## src/rtl/bcd_cnt_n.sv

```systemverilog
`default_nettype none
// ============================================================================
// bcd_cnt_n : cascadable N-digit BCD counter with run/set modes, load, wrap flag
// Optional feature macro: BCD_CNT_DOWN_EN (adds DEC_MODE and set-mode decrement)
// Revision  : 1.0
// ============================================================================
module bcd_cnt_n #(
  parameter int                    DIGITS  = 3,
  parameter logic [4*DIGITS-1:0]   MIN_BCD = '0,
  parameter logic [4*DIGITS-1:0]   MAX_BCD = (4*DIGITS)'('h100)
) (
  input  logic                  CLK,
  input  logic                  RESET,
  input  logic                  ENABLE,
  input  logic                  CARRY_in,
  input  logic [1:0]            SET_CURRENT_STATE,
  input  logic                  INC_MODE,
`ifdef BCD_CNT_DOWN_EN
  input  logic                  DEC_MODE,
`endif
  input  logic                  LOAD,
  input  logic [4*DIGITS-1:0]   LOAD_VAL,
  output logic [4*DIGITS-1:0]   CNT,
  output logic                  CARRY_out,
  output logic                  WRAPPED
);

  localparam int W = 4 * DIGITS;

  logic          run_step;
  logic          set_inc;
  logic          set_dec;
  logic          load_ok;
  logic          at_max;
  logic          at_min;
  logic [W-1:0]  cnt_inc;
  logic [W-1:0]  cnt_dec;
  logic [DIGITS-1:0] inc_c;
  logic [DIGITS-1:0] dec_b;
  logic [DIGITS-1:0] dig_ok;

  assign run_step = ENABLE & CARRY_in & SET_CURRENT_STATE[0] & ~SET_CURRENT_STATE[1];
  assign set_inc  = SET_CURRENT_STATE[1] & INC_MODE;
`ifdef BCD_CNT_DOWN_EN
  assign set_dec  = SET_CURRENT_STATE[1] & DEC_MODE & ~INC_MODE;
`else
  assign set_dec  = 1'b0;
`endif

  assign at_max = (CNT == MAX_BCD);
  assign at_min = (CNT == MIN_BCD);

  // Ripple BCD carry/borrow chains: digit i moves only when every lower digit rolls over.
  assign inc_c[0] = 1'b1;
  assign dec_b[0] = 1'b1;

  for (genvar i = 0; i < DIGITS; i++) begin : g_digit
    logic [3:0] d;
    assign d = CNT[4*i +: 4];
    assign cnt_inc[4*i +: 4] = inc_c[i] ? ((d >= 4'd9) ? 4'd0 : d + 4'd1) : d;
    assign cnt_dec[4*i +: 4] = dec_b[i] ? ((d == 4'd0) ? 4'd9 : d - 4'd1) : d;
    assign dig_ok[i] = (LOAD_VAL[4*i +: 4] <= 4'd9);
    if (i < DIGITS - 1) begin : g_chain
      assign inc_c[i+1] = inc_c[i] & (d >= 4'd9);
      assign dec_b[i+1] = dec_b[i] & (d == 4'd0);
    end
  end

  // Valid BCD compares correctly as binary; the guard bit keeps the range check non-trivial.
  assign load_ok = (&dig_ok) &&
                   ({1'b1, LOAD_VAL} >= {1'b1, MIN_BCD}) &&
                   ({1'b1, LOAD_VAL} <= {1'b1, MAX_BCD});

  assign CARRY_out = run_step & at_max & ~RESET;

  always_ff @(posedge CLK or posedge RESET) begin
    if (RESET) begin
      CNT     <= MIN_BCD;
      WRAPPED <= 1'b0;
    end else begin
      WRAPPED <= 1'b0;
      if (LOAD) begin
        CNT <= load_ok ? LOAD_VAL : MIN_BCD;
      end else if (set_inc || run_step) begin
        if (at_max) begin
          CNT     <= MIN_BCD;
          WRAPPED <= 1'b1;
        end else begin
          CNT <= cnt_inc;
        end
      end else if (set_dec) begin
        if (at_min) begin
          CNT     <= MAX_BCD;
          WRAPPED <= 1'b1;
        end else begin
          CNT <= cnt_dec;
        end
      end
    end
  end

endmodule
`default_nettype wire
```

## config.mk

```make
export PLATFORM = sky130hd
export DESIGN_NAME = bcd_cnt_n
export DESIGN_NICKNAME = d
export VERILOG_FILES = /design/src/rtl/bcd_cnt_n.sv
export SDC_FILE = /design/constraint.sdc
export NUM_CORES = 1
export LEC_CHECK = 0
export ABC_CLOCK_PERIOD_IN_PS = 3260
export CORE_MARGIN = 1
export CORE_UTILIZATION = 30
export DETAILED_ROUTE_END_ITERATION = 10
export PLACE_DENSITY_LB_ADDON = 0.15
export SLEW_MARGIN = 10
export SYNTH_ARGS = -nofsm -noshare
export SYNTH_HDL_FRONTEND = slang
export SYNTH_SLANG_ARGS = --single-unit
```

## constraint.sdc

```tcl
create_clock -name CLK -period 3.26 [get_ports CLK]
set_input_delay 0.489 -clock CLK [delete_from_list [all_inputs] [get_ports CLK]]
set_output_delay 0.489 -clock CLK [all_outputs]
set_load 0.005 [all_outputs]
```

==> flow_summary.json <==
{
  "syn-instance-count": 112,
  "final_antenna_net_count": 0,
  "gp_congestion": 0.759,
  "synthTopCellsByArea": "dfrtp_1, ha_1, inv_1, a21oi_1, a221oi_2",
  "fill_cells": 337,
  "yosysTopAreaCellShare": 0.317,
  "ys_seq_area_frac": 0.317,
  "dr.pass1.iters": 4,
  "ys_warn_count": 0,
  "numCtsBuffers": 3,
  "ys.flop_type": "dfrtp_1",
  "htreeDepth": 1,
  "synth_seq_cells": 13,
  "fmax_mhz": 384,
  "synth.distinct_cells": 37,
  "synth_fp_nets": 143,
  "placed_area_um2": 1400,
  "critPathArrivalTime_ps": 2120,
  "syn_to_final_growth_pct": 38.5,
  "drt_iter0_drc": 36,
  "async_flop_share": 1.00,
  "critPathMaxFanout": 5,
  "core_area_um2": 3150,
  "critPathRequiredTime_ps": 2770,
  "place_hpwl_um": 2070,
  "hold_buffers": 0,
  "drv_cap": 0,
  "grtUsageTotal": 0.165,
  "die_width_um": 60.5,
  "wl_per_cell_um": 14.4,
  "routed_via_density": 5.29,
  "cts_tree": "yes",
  "routed_wl_um": 2760,
  "grt_pass1_wl_um": 4400,
  "p_per_area_nw_per_um2": 412,
  "cts_setup_buffers": 0,
  "cts-root-buf": "clkbuf_4",
  "syn_avg_cell_area_um2": 9.16,
  "num_antenna_cells": 0,
  "drc": 0,
  "fin_area_um2": 1420,
  "die-area_um2": 3660,
  "reg2reg_slack_ps": 940,
  "layout_min_cycle_time_ps": 2610,
  "initial_core_util": 0.325,
  "fin_cells": 191,
  "drive_above_1_share": 0.0884,
  "nets": 179,
  "vias": 1011,
  "rsz0062_at_grt": "false",
  "io_buffers": 33,
  "grt_max_degree": 14,
  "row_count": 20,
  "grt_pass1_vias": 962,
  "slew_violations": 0,
  "dpl.cell_count": 187,
  "status": "finished clean",
  "hold_class": "input port to async pin",
  "synth_edf_count": 0,
  "clkSinkCount": 13,
  "slew_headroom": 0.619,
  "worstSetupPathType": "flip-flop to output port",
  "fin_setup_tns_ps": 0,
  "cts_resized": 0,
  "die_h_um": 60.5,
  "clkTransAtPathRegs_ps": 90,
  "clock_latency_ps": 280,
  "fin_skew_ps": 3.41,
  "period_share": 0.800,
  "worstMarginPinSlew_ps": 569,
  "yosys.area.top_type": "dfrtp_1",
  "pin_count": 34,
  "cellLeakagePower_nw": 0.589,
  "clockBufferDepth": 2,
  "total_power_mw": 0.585,
  "end_kind": "output port",
  "hold_viol_final": 0,
  "netlist_area_um2": 1030,
  "antenna_found_initial": 0,
  "setup_viol": 0,
  "overflow": 0,
  "cp-start-kind": "flip-flop",
  "vdd_drop_max_mv": 0.197
}
[final timing paths]
check,endpoint,depth (start not counted),start
hold reg to reg,CNT[11]$_DFFE_PP0P_,1,CNT[11]$_DFFE_PP0P_
min in group CLK,CNT[11]$_DFFE_PP0P_,1,CNT[11]$_DFFE_PP0P_
max in group asynchronous,CNT[1]$_DFFE_PP0P_,2,RESET
hold / removal,WRAPPED$_DFF_PP0_,2,RESET
setup reg to reg,CNT[2]$_DFFE_PP0P_,7,CNT[0]$_DFFE_PP0P_
setup / recovery,CARRY_out,6,CNT[0]$_DFFE_PP0P_
[cells in the mapped netlist (2+ instances only)]
| cell | number |
|---|---|
| a32o_1 | 2 |
| a221oi_2 | 2 |
| inv_1 | 13 |
| nor2_1 | 3 |
| and3_2 | 2 |
| o31ai_1 | 2 |
| dfrtp_1 | 13 |
| ha_1 | 11 |
| nor4_1 | 4 |
| a21oi_1 | 9 |
| o22ai_1 | 2 |
| a22oi_1 | 4 |
| nand3_1 | 5 |
| o21ai_0 | 4 |
| nor3_1 | 2 |
| and2_1 | 3 |
| nand2_1 | 7 |
| o21ai_1 | 4 |
| nor2b_1 | 2 |
[report_power, final]
part	total [mW]	internal (mW)	switching [mW]
clock	0.106	0.0475	0.0589
combinational	0.252	0.135	0.117
sequential	0.227	0.189	0.0383
[cells in the final DEF (no fill, tap or decap), types with 2 or more instances in the layout]
| master | count |
|---|---|
| nand3_1 | 5 |
| nand2_1 | 7 |
| nor3_1 | 2 |
| o31ai_1 | 2 |
| nor4_1 | 4 |
| and3_2 | 2 |
| nor2b_1 | 2 |
| clkbuf_4 | 3 |
| nor2_1 | 3 |
| a22oi_1 | 4 |
| o21ai_0 | 4 |
| a21oi_1 | 9 |
| o22ai_1 | 2 |
| inv_1 | 13 |
| a32o_1 | 2 |
| a221oi_2 | 2 |
| and2_1 | 3 |
| clkdlybuf4s50_1 | 33 |
| o21ai_1 | 4 |
| ha_1 | 11 |
| dfrtp_1 | 13 |
[critical path, stage by stage (launching register included)]
cell and delay (ps):
dfrtp_1 440, inv_1 150, ha_1 170, and4bb_1 250, nand3_1 110, nor4_1 170, clkdlybuf4s50_1 540
[routing by layer]
metal | GRT usage | up-vias | part of all wire
met2 | 0.281 | 48 | 0.47
met5 | 0 | - | 0
met3 | 0.0405 | 2 | 0.081
met4 | 0.0390 | 0 | 0.0062
li1 | - | 486 | -
met1 | 0.209 | 475 | 0.44
[stage by stage]
step,setup slack (ps),util,hold WS (ps)
after floorplan,1490,-,366
after global placement,919,0.442,551
after detailed placement,814,0.442,559
after CTS,635,0.451,581
after global routing,470,0.451,605
final,653,0.451,578
[logic make-up (layout without fill, tap and decap cells)]
group                    Yosys count  in the layout  synth area share
AO/OA/AOI/OAI                     38             38             0.284
AND/OR/NAND/NOR                   34             34             0.194
buffers and inverters             16             51            0.0707
flip-flops                        13             13             0.317
adder cells (fa/ha/maj)           11             11             0.134
[state kept, by name (all words and copies together), names as in the netlist]
register and flops:
CNT 12, WRAPPED 1
[area by class of cell]
| cell class | instances | area (µm²) | area share |
|---|---|---|---|
| repair buffers | 34 | 338 | 0.238 |
| clock buffers | 4 | 26.3 | 0.0185 |
| multi-input cells | 83 | 628 | 0.442 |
| well taps | 44 | 55.1 | 0.0387 |
| flip-flops and latches | 13 | 325 | 0.229 |
| inverters | 13 | 48.8 | 0.0343 |
(Power assumes the default switching activity.)
